**config.mk**
```make
export PLATFORM = sky130hd
export DESIGN_NAME = ifft_bfp_reorder
export DESIGN_NICKNAME = d
export VERILOG_FILES = /design/src/rtl/ifft_bfp_reorder.sv
export SDC_FILE = /design/constraint.sdc
export NUM_CORES = 2
export LEC_CHECK = 0
export CAP_MARGIN = 20
export CORE_MARGIN = 3
export CORE_UTILIZATION = 51
export CTS_CLUSTER_SIZE = 16
export DETAILED_ROUTE_END_ITERATION = 8
export PLACE_DENSITY = 0.62
export SYNTH_ARGS = -nofsm -noshare
export SYNTH_HDL_FRONTEND = slang
export SYNTH_MEMORY_MAX_BITS = 65536
export SYNTH_SLANG_ARGS = --single-unit
```
**constraint.sdc**
```tcl
create_clock -name ifft_clk -period 15.34 [get_ports ifft_clk]
set_input_delay 3.835 -clock ifft_clk [delete_from_list [all_inputs] [get_ports ifft_clk]]
set_output_delay 3.835 -clock ifft_clk [all_outputs]
set_load 0.01 [all_outputs]
```
**src/rtl/ifft_bfp_reorder.sv**
```systemverilog
// Ping-pong frame buffer after the IFFT core: re-emits each frame in natural order with
// block-exponent compensation and symmetric saturation. IFFT_BFP_CP_INSERT_EN prepends a cyclic prefix.
module ifft_bfp_reorder #(
   parameter int N         = 64,
   parameter int LOG2N     = 6,
   parameter int IN_W      = 16,
   parameter int OUT_W     = 16,
   parameter int EXP_W     = 6,
   parameter int SHIFT_OFS = 0,
   parameter int BITREV_IN = 0,
   parameter int CP_LEN    = 16
) (
   input  logic             ifft_clk,
   input  logic             ifft_rst_n,
   input  logic             din_valid,
   input  logic [IN_W-1:0]  din_real,
   input  logic [IN_W-1:0]  din_imag,
   input  logic [LOG2N-1:0] din_index,
   input  logic [EXP_W-1:0] din_exp,
   input  logic             dout_ready,
   output logic             dout_valid,
   output logic [OUT_W-1:0] dout_real,
   output logic [OUT_W-1:0] dout_imag,
   output logic [LOG2N-1:0] dout_index,
   output logic             dout_sop,
   output logic             dout_eop,
   output logic             overflow,
   output logic             sat_flag
);
`ifdef IFFT_BFP_CP_INSERT_EN
   localparam int CP_N = CP_LEN;
`else
   localparam int CP_N = 0 * CP_LEN;
`endif
   localparam int FRAME_LEN = N + CP_N;
   localparam int CNT_W     = LOG2N + 1;
   localparam int S_W       = EXP_W + 2;
   localparam int WW        = IN_W + OUT_W + 2;
   localparam logic [CNT_W-1:0] LAST_POS = CNT_W'(FRAME_LEN - 1);
   localparam logic signed [WW-1:0] MAXV = {{(WW-OUT_W+1){1'b0}}, {(OUT_W-1){1'b1}}};
   localparam logic signed [WW-1:0] MINV = -MAXV;

   typedef enum logic {IDLE, READ} state_t;

   logic [2*IN_W-1:0] mem [0:2*N-1];
   logic              wbank, rbank;
   logic [LOG2N-1:0]  wcnt;
   logic [1:0]        full, full_n;
   logic [EXP_W-1:0]  bexp [2];
   logic [EXP_W-1:0]  exp_lat;
   logic [LOG2N-1:0]  waddr;
   logic              blocked, wr_ok, wr_last;
   state_t            state, state_n;
   logic [CNT_W-1:0]  rcnt, rcnt_n;
   logic              adv, issue, rel;
   logic [LOG2N-1:0]  raddr;
   logic [2*IN_W-1:0] rdata;
   logic              p1_valid, p1_sop, p1_eop;
   logic [LOG2N-1:0]  p1_index;
   logic [EXP_W-1:0]  p1_exp;
   logic signed [S_W-1:0] e_ext, shift;
   logic [OUT_W:0]    res_re, res_im;

   // Returns {clip, value}; shift amounts are clamped where the result no longer changes.
   function automatic logic [OUT_W:0] compensate(input logic signed [IN_W-1:0] x,
                                                 input logic signed [S_W-1:0]  s);
      logic signed [WW-1:0] xw, r, rnd;
      logic [S_W-1:0]       mag;
      xw  = WW'(x);
      mag = s[S_W-1] ? S_W'(-s) : S_W'(s);
      r   = xw;
      if (!s[S_W-1] && (s != '0)) begin
         if (mag > S_W'(OUT_W)) mag = S_W'(OUT_W);
         r = xw <<< mag;
      end else if (s[S_W-1]) begin
         if (mag > S_W'(IN_W + 1)) mag = S_W'(IN_W + 1);
         rnd = WW'(1) <<< (mag - 1'b1);
         r   = (xw + rnd) >>> mag;
      end
      if (r > MAXV) return {1'b1, MAXV[OUT_W-1:0]};
      if (r < MINV) return {1'b1, MINV[OUT_W-1:0]};
      return {1'b0, r[OUT_W-1:0]};
   endfunction

   assign adv = !dout_valid || dout_ready;

   always_comb begin
      waddr = din_index;
      if (BITREV_IN != 0)
         for (int unsigned i = 0; i < LOG2N; i++) waddr[i] = din_index[LOG2N-1-i];
      // A bank released by the reader this cycle is already free for the writer.
      blocked = full[wbank] && !(rel && (rbank == wbank));
      wr_ok   = din_valid && !blocked;
      wr_last = wr_ok && (wcnt == LOG2N'(N - 1));
      full_n  = full;
      if (rel)     full_n[rbank] = 1'b0;
      if (wr_last) full_n[wbank] = 1'b1;
   end

   always_ff @(posedge ifft_clk) begin
      if (!ifft_rst_n) begin
         wbank    <= 1'b0;
         rbank    <= 1'b0;
         wcnt     <= '0;
         exp_lat  <= '0;
         full     <= '0;
         bexp[0]  <= '0;
         bexp[1]  <= '0;
         overflow <= 1'b0;
      end else begin
         overflow <= din_valid && blocked;
         if (wr_ok) begin
            if (wcnt == '0) exp_lat <= din_exp;
            if (wr_last) begin
               wcnt        <= '0;
               wbank       <= ~wbank;
               bexp[wbank] <= exp_lat;
            end else begin
               wcnt <= wcnt + 1'b1;
            end
         end
         if (rel) rbank <= ~rbank;
         full <= full_n;
      end
   end

   always_ff @(posedge ifft_clk) begin
      if (wr_ok) mem[{wbank, waddr}] <= {din_real, din_imag};
      if (adv)   rdata <= mem[{rbank, raddr}];
   end

   always_ff @(posedge ifft_clk) begin
      if (!ifft_rst_n) begin
         state <= IDLE;
         rcnt  <= '0;
      end else begin
         state <= state_n;
         rcnt  <= rcnt_n;
      end
   end

   // IDLE issues position 0 itself so a newly filled bank starts without an extra cycle.
   always_comb begin
      state_n = state;
      rcnt_n  = rcnt;
      issue   = 1'b0;
      rel     = 1'b0;
      case (state)
         IDLE: if (adv && full[rbank]) begin
            issue   = 1'b1;
            rcnt_n  = CNT_W'(1);
            state_n = READ;
         end
         READ: if (adv) begin
            issue = 1'b1;
            if (rcnt == LAST_POS) begin
               rel     = 1'b1;
               rcnt_n  = '0;
               state_n = full[rbank ^ 1'b1] ? READ : IDLE;
            end else begin
               rcnt_n = rcnt + 1'b1;
            end
         end
         default: state_n = IDLE;
      endcase
`ifdef IFFT_BFP_CP_INSERT_EN
      raddr = (rcnt < CNT_W'(CP_N)) ? LOG2N'(rcnt + CNT_W'(N - CP_N)) : LOG2N'(rcnt - CNT_W'(CP_N));
`else
      raddr = rcnt[LOG2N-1:0];
`endif
   end

   always_comb begin
      e_ext  = {{2{p1_exp[EXP_W-1]}}, p1_exp};
      shift  = -e_ext - S_W'(SHIFT_OFS);
      res_re = compensate(rdata[2*IN_W-1:IN_W], shift);
      res_im = compensate(rdata[IN_W-1:0], shift);
   end

   always_ff @(posedge ifft_clk) begin
      if (!ifft_rst_n) begin
         p1_valid   <= 1'b0;
         p1_sop     <= 1'b0;
         p1_eop     <= 1'b0;
         p1_index   <= '0;
         p1_exp     <= '0;
         dout_valid <= 1'b0;
         dout_sop   <= 1'b0;
         dout_eop   <= 1'b0;
         dout_real  <= '0;
         dout_imag  <= '0;
         dout_index <= '0;
         sat_flag   <= 1'b0;
      end else if (adv) begin
         p1_valid   <= issue;
         p1_sop     <= issue && (rcnt == '0);
         p1_eop     <= issue && (rcnt == LAST_POS);
         p1_index   <= raddr;
         p1_exp     <= bexp[rbank];
         dout_valid <= p1_valid;
         dout_sop   <= p1_valid && p1_sop;
         dout_eop   <= p1_valid && p1_eop;
         if (p1_valid) begin
            dout_real  <= res_re[OUT_W-1:0];
            dout_imag  <= res_im[OUT_W-1:0];
            dout_index <= p1_index;
            sat_flag   <= (p1_sop ? 1'b0 : sat_flag) | res_re[OUT_W] | res_im[OUT_W];
         end
      end
   end
endmodule
```
Yosys cells after proc, flatten, opt, wreduce, memory -nomap -nowiden --
Memory sizes are Yosys's and may differ from the RTL's. A register that Yosys moved wholly into a read port is not among the register bits. Index checks and enable logic that the tools add are counted. Widths: inputs -> output; s select.
Cells by class: multiplexer cells 62, $lt $le $gt $ge 11, bitwise logic cells 8, shift-type cells 5, add/subtract/negate cells 7, reduce and logical (&&, ||, !) cells 27, equality and inequality tests 5
Operators with widths (number):
- $mux 17 | 8
- $mux 34 | 4
- $add 16x34->34 | 2
- $gt 34x16->1 const B | 2
- $lt 34x16->1 const B | 2
- $sshl 16x8->34 | 2
- $sshr 34x8->34 | 2
- $mux 8 | 6
- $sshl 2x8->34 const A | 1
- $mux 1 | 32
- $mux 7 | 3
- $gt 8x5->1 const B | 2
- $pmux 7 s2 | 1
- $logic_and 1x1->1 | 13
- $mux 6 | 2
- $neg 6->8 | 1
- $neg 8->8 | 1
- $reduce_and 2->1 | 4
- $reduce_bool 8->1 | 1
- $sub 8x1->8 const B | 1
- $add 7x1->7 const B | 1
- $eq 7x6->1 const B | 1
- $logic_not 7->1 | 1
- $add 6x1->6 const B | 1
- 18 further kinds | 31
Word-level totals: bits of input ports 48, logic and storage cells 146, memory bits (writable) 4108, memories 2, output and inout port bits 43, register bits 76
Memories:
- mem | depth 128, bits a word 32, read ports 1, clocked after Yosys merged registers in 1, write ports 1, RTL line 45 | logic [2*IN_W-1:0] mem [0:2*N-1];
- bexp | depth 2, bits a word 6, read ports 1, clocked after Yosys merged registers in 1, write ports 2, RTL line 49 | logic [EXP_W-1:0] bexp [2];

Longest topological paths before layout --
depth after elaboration 20, mapped depth 47, mapped depth without buffers 35

Worst setup path after synthesis --
Ideal clock, no wire load.
path type reg2reg, start reg p1_exp[0], read port of bexp, end reg sat_flag, clock period less this slack 10587 ps, slack 4753 ps, arrival 10454 ps, library setup time 133 ps, required time 15207 ps, cell stages (with the launch flop) 44, path buffers 11, cell sequence dfxtp_1 -> buf_2 -> inv_1 -> ha_1 -> or3b_1 -> o32a_1 -> a31oi_1 -> nor3_1 -> inv_1 -> clkbuf_1 -> clkbuf_1 -> clkbuf_1 -> clkbuf_1 -> clkbuf_1 -> buf_1 -> clkbuf_1 -> ha_1 -> a21oi_1 -> (+8 left out) -> a21o_1 -> a21o_1 -> a31o_2 -> or3_1 -> a211oi_1 -> nor4_1 -> nor3_1 -> clkbuf_1 -> a21oi_1 -> o21ai_0 -> o2111ai_1 -> a221o_1 -> nor3b_1 -> nand4b_1 -> o31a_1 -> a31o_2 -> nor2_1 -> a41oi_2
On the way: cells in the longest elaborated chain, start to end 20, elaborated cells on any way between the ends 43, classes of those cells add/sub (5); order compare (6); shift (5); mux (22); bitwise (2); reduce/logical (3)
RTL lines:
- from (decl) | RTL line 60 | logic [EXP_W-1:0] p1_exp;
- $neg 6->8 (*) | RTL line 175 | shift = -e_ext - S_W'(SHIFT_OFS);
- $neg 8->8 | RTL line 70 | mag = s[S_W-1] ? S_W'(-s) : S_W'(s);
- $mux 8 | RTL line 70
- $gt 8x5->1 | RTL line 76 | if (mag > S_W'(IN_W + 1)) mag = S_W'(IN_W + 1);
- $mux 8 | RTL line 76
- $mux 8 | RTL line 75 | end else if (s[S_W-1]) begin
- $mux 8 | RTL line 72 | if (!s[S_W-1] && (s != '0)) begin
- $sub 8x1->8 | RTL line 77 | rnd = WW'(1) <<< (mag - 1'b1);
- (+3 left out)
- $mux 34 | RTL line 75
- $mux 34 | RTL line 72
- $lt 34x16->1 | RTL line 81 | if (r < MINV) return {1'b1, MINV[OUT_W-1:0]};
- $mux 1 (2 in a row) | RTL line 81
- $mux 17 | RTL line 82 | return {1'b0, r[OUT_W-1:0]};
- $mux 17 | RTL line 81
- $or 1x1->1 | RTL line 207 | sat_flag <= (p1_sop ? 1'b0 : sat_flag) | res_re[OUT_W] | res_im[OUT_W];
- $or 1x1->1 (*) | RTL line 207
- to (signal assigned) | RTL line 207
- to (decl) | RTL line 28 | output logic sat_flag
Mark *: on every way between the ends. The rest lies on a longest branch, timed or not. The select of a mux whose other input is x is not followed. A chain may end at the register's enable or synchronous reset.

Worst setup path in the final report --
Ends and elaborated chain as after synthesis.

==> flow_summary_export.csv <==
group,metric,value,unit
routing,wl_per_cell,36.5,um
clock_network,cts_buffer_depth,4,
timing,rsz0062_at_grt,"false",
synth,async_flop_share,0,
clock_network,numClockSinks,4222,
routing,routed_via_density,6.66,
routing,vias,92700,
timing,period_share,0.798,
clock_network,clk_pin_slew,0.06,ns
setup_path,slowest_stage,"a221oi_1",
cells_and_area,multi_input_area,47200,sq um
die,rows,213,
synth,synthFlopType,"edfxtp_1",
setup_path,worstPathRequired,16.16,ns
synth,synth_top_family_by_area,"multiplexers",
die,die_y,590,um
synth,yosys.area_share.adder,0.00524,
run,max_cap_violations,0,
synth,yosys.area_share.simple,0.0336,
place,port_buffers,90,
timing,clock-skew-final,0.0851,ns
timing,tightest_slew,1.17,ns
global_route,antenna_found_initial,58,
synth,syn_inst,8731,
outcome,status,"finished, final reports clean",
setup_path,regToRegStartpoint,"p1_exp[0]",
timing,finalCriticalPeriod,12.24,ns
synth,synthMuxAreaShare,0.182,
synth,synth_xor_area_frac,0.00256,
routing,initialDrtViolationCount,12600,
timing,maxSlewViolCount,0,
routing,drt_wl_total,508000,um
synth,synth_edf_count,4140,
cells_and_area,fin_nets,9153,
die,die_x,590,um
synth,ys_types,102,
power_and_ir_drop,switching_power,5480,uW
synth,synth_seq_area_share,0.723,
setup_path,worstPathMaxFanout,39,
global_route,grt_start_max_net_pins,122,
power_and_ir_drop,ir_drop,0.114,mV
power_and_ir_drop,p_int,18900,uW
min_path,hp-class,"reg -> reg",
place,dpl.hpwl,302000,um
place,finalWeightedCongestion,0.943,
setup_path,cp_common_cell,"a21oi_1",
setup_path,cpPeakStageDelay,0.88,ns
timing,setup_tns,0,ns
clock_network,cts-hold-fix-buffers,0,
setup_path,end_kind,"flip-flop",
setup_path,worst-path-buf-inv,3,
power_and_ir_drop,seq_power_share,0.522,
routing,first_pass_iters,6,
setup_path,critPathArrivalTime,13.06,ns
setup_path,start_kind,"flip-flop",
die,pin_count,91,
clock_network,cts_buffers,429,
setup_path,critPathKind,"reg -> reg",
synth,yosys_warnings,0,
global_route,grt_use_total,0.292,
cells_and_area,fill_cells,24800,
power_and_ir_drop,comb_power_share,0.065,
setup_path,path_delay_family,"compound AO/OA/AOI/OAI gates",
synth,synth_compound_area_frac,0.0404,
power_and_ir_drop,sw_frac_of_total,0.225,
setup_path,startpoint,"p1_exp[0]",
clock_network,htree_levels,5,
power_and_ir_drop,power.density,124,nW/um^2
clock_network,cts_setup_buffers,0,
global_route,grt_overflow,0,
cells_and_area,drive_gt1_frac,0.264,
global_route,grt_pass1_vias,92300,
power_and_ir_drop,clockPowerShare,0.412,
clock_network,cts.repair.resized,0,
routing,antenna_left,0,
die,coreArea,338000,sq um
die,dieArea,349000,sq um
power_and_ir_drop,leakage,0.0599,uW
cells_and_area,regArea,126000,sq um
clock_network,cts_tree,"yes",
timing,fmax,81.7,MHz
min_path,hold_start,"dout_index[2]",
timing,hold_violations,0,
timing,relSlewSlack,0.223,
global_route,grt_pass1_wl,718000,um
clock_network,cts-root-buf,"clkbuf_16",
cells_and_area,final_core_utilization,0.578,
synth,synth_area_per_cell,19.9,sq um
cells_and_area,areaGrowthSynthToFinish,12.3,%
die,start_util,0.515,
routing,drc,0,
synth,netlist_area,174000,sq um
timing,setup_viol_count_final,0,
synth,ys_ff_latch,4222,
clock_network,clk_latency,0.97,ns
[routing by layer]
layer / routed length (um) / GRT usage
met5: 87 / 0
met4: 16500 / 0.0856
met3: 44100 / 0.0486
met2: 241000 / 0.458
met1: 206000 / 0.428
[cell usage after synthesis (36+ instances only)]
cell type     n  area share
mux4_2     1343        0.17
a211oi_1     48      0.0021
nand2_1     405      0.0087
edfxtp_1   4140        0.71
mux2i_1     131      0.0075
o21ai_0     180      0.0052
nand4_1      49      0.0018
dfxtp_1      82      0.0094
inv_1        46     0.00099
clkbuf_1    377      0.0081
a21oi_1     255      0.0073
nand3_1      92      0.0026
ha_1         69      0.0050
a31oi_1      50      0.0018
nor2_1      417      0.0090
a21o_1       72      0.0031
and2_1       36      0.0013
buf_1       131      0.0028
nor3_1       86      0.0025
o211ai_1     47      0.0020
o22ai_1      36      0.0013
[state kept, by name, summed over array words and instances, names as in the netlist, 2 cells and up]
signal,count
wcnt,6
exp_lat,6
bexp,12
mem,4096
full,2
rcnt,7
rdata,32
dout_imag,16
dout_index,6
dout_real,16
p1_index,6
p1_exp,6
[cells in the final DEF (no fill, tap or decap), drive strengths merged, types with 24 or more instances in the layout]
| cell type | n |
|---|---|
| ha | 69 |
| nor2 | 417 |
| nor2b | 24 |
| buf | 318 |
| nor3 | 86 |
| clkbuf | 545 |
| o211ai | 48 |
| nand2 | 405 |
| o22ai | 36 |
| a31oi | 50 |
| a21oi | 257 |
| edfxtp | 4140 |
| o31ai | 28 |
| nand4 | 49 |
| or3 | 32 |
| o21ai | 200 |
| a211oi | 51 |
| nand3 | 93 |
| a21o | 74 |
| xnor2 | 33 |
| bufinv | 30 |
| dfxtp | 82 |
| clkdlybuf4s50 | 58 |
| a22oi | 26 |
| and2 | 37 |
| inv | 57 |
| clkinv | 186 |
| mux4 | 1343 |
| mux2i | 131 |
| and3 | 31 |
| a221oi | 24 |
| o21bai | 27 |
[stage by stage]
| stage | total power, uW | area [sq um] | setup WS [ns] | cells | hold slack, ns |
|---|---|---|---|---|---|
| after floorplan | 13800 | 174000 | 4.75 | 8752 | 0.432 |
| after global placement | 14500 | 182000 | 3.43 | 13100 | 0.444 |
| after detailed placement | 14500 | 182000 | 3.38 | 13100 | 0.448 |
| after CTS | 24500 | 195000 | 3.32 | 13900 | 0.455 |
| after global routing | 25100 | 196000 | 2.44 | 13900 | 0.476 |
| final | 24300 | 196000 | 3.10 | 13900 | 0.457 |
[power groups by stage]
stage / Sequential, uW / Combinational, uW / Clock, uW
after global placement: 13000 / 1550 / 0
after CTS: 12700 / 1550 / 10200
after global routing: 12700 / 1670 / 10700
final: 12700 / 1590 / 10000
after detailed placement: 13000 / 1550 / 0
after floorplan: 13000 / 822 / 0
[cells by family after synthesis]
| family | after synthesis |
|---|---|
| AOI/OAI and AO/OA | 1039 |
| xor gates and xnor gates | 51 |
| adders and majority gates | 72 |
| buffers and inverters | 574 |
| DFF | 4222 |
| muxes | 1493 |
| other | 1 |
| and+or+nand+nor | 1279 |
[layout make-up]
cell class                 instances  area share
clock inverter                   234      0.0102
sequential                      4222       0.644
tap                             4515      0.0289
timing repair buffer             377      0.0161
clock buffer                     545      0.0586
multi-input combinational       3956       0.241
inverter                          48    0.000921
antenna                           12    0.000154
[path summary, 6_finish.rpt]
| kind | endpoint | slack (ns) | cells past startpoint |
|---|---|---|---|
| worst max-delay path | sat_flag | 3.10 | 33 |
| worst min-delay path | dout_index[2] | 0.46 | 2 |
| worst max register to register | sat_flag | 3.10 | 33 |
| worst min register to register | dout_index[2] | 0.46 | 2 |
[tightest hold or removal path, delay by kind of cell (launching register included)]
kind | cells | cell delay [ns]
AO/OA/AOI/OAI | 1 | 0.05
flip-flops | 1 | 0.31
AND/OR/NAND/NOR | 1 | 0.05
No activity file was read; power rests on OpenSTA's default activity.
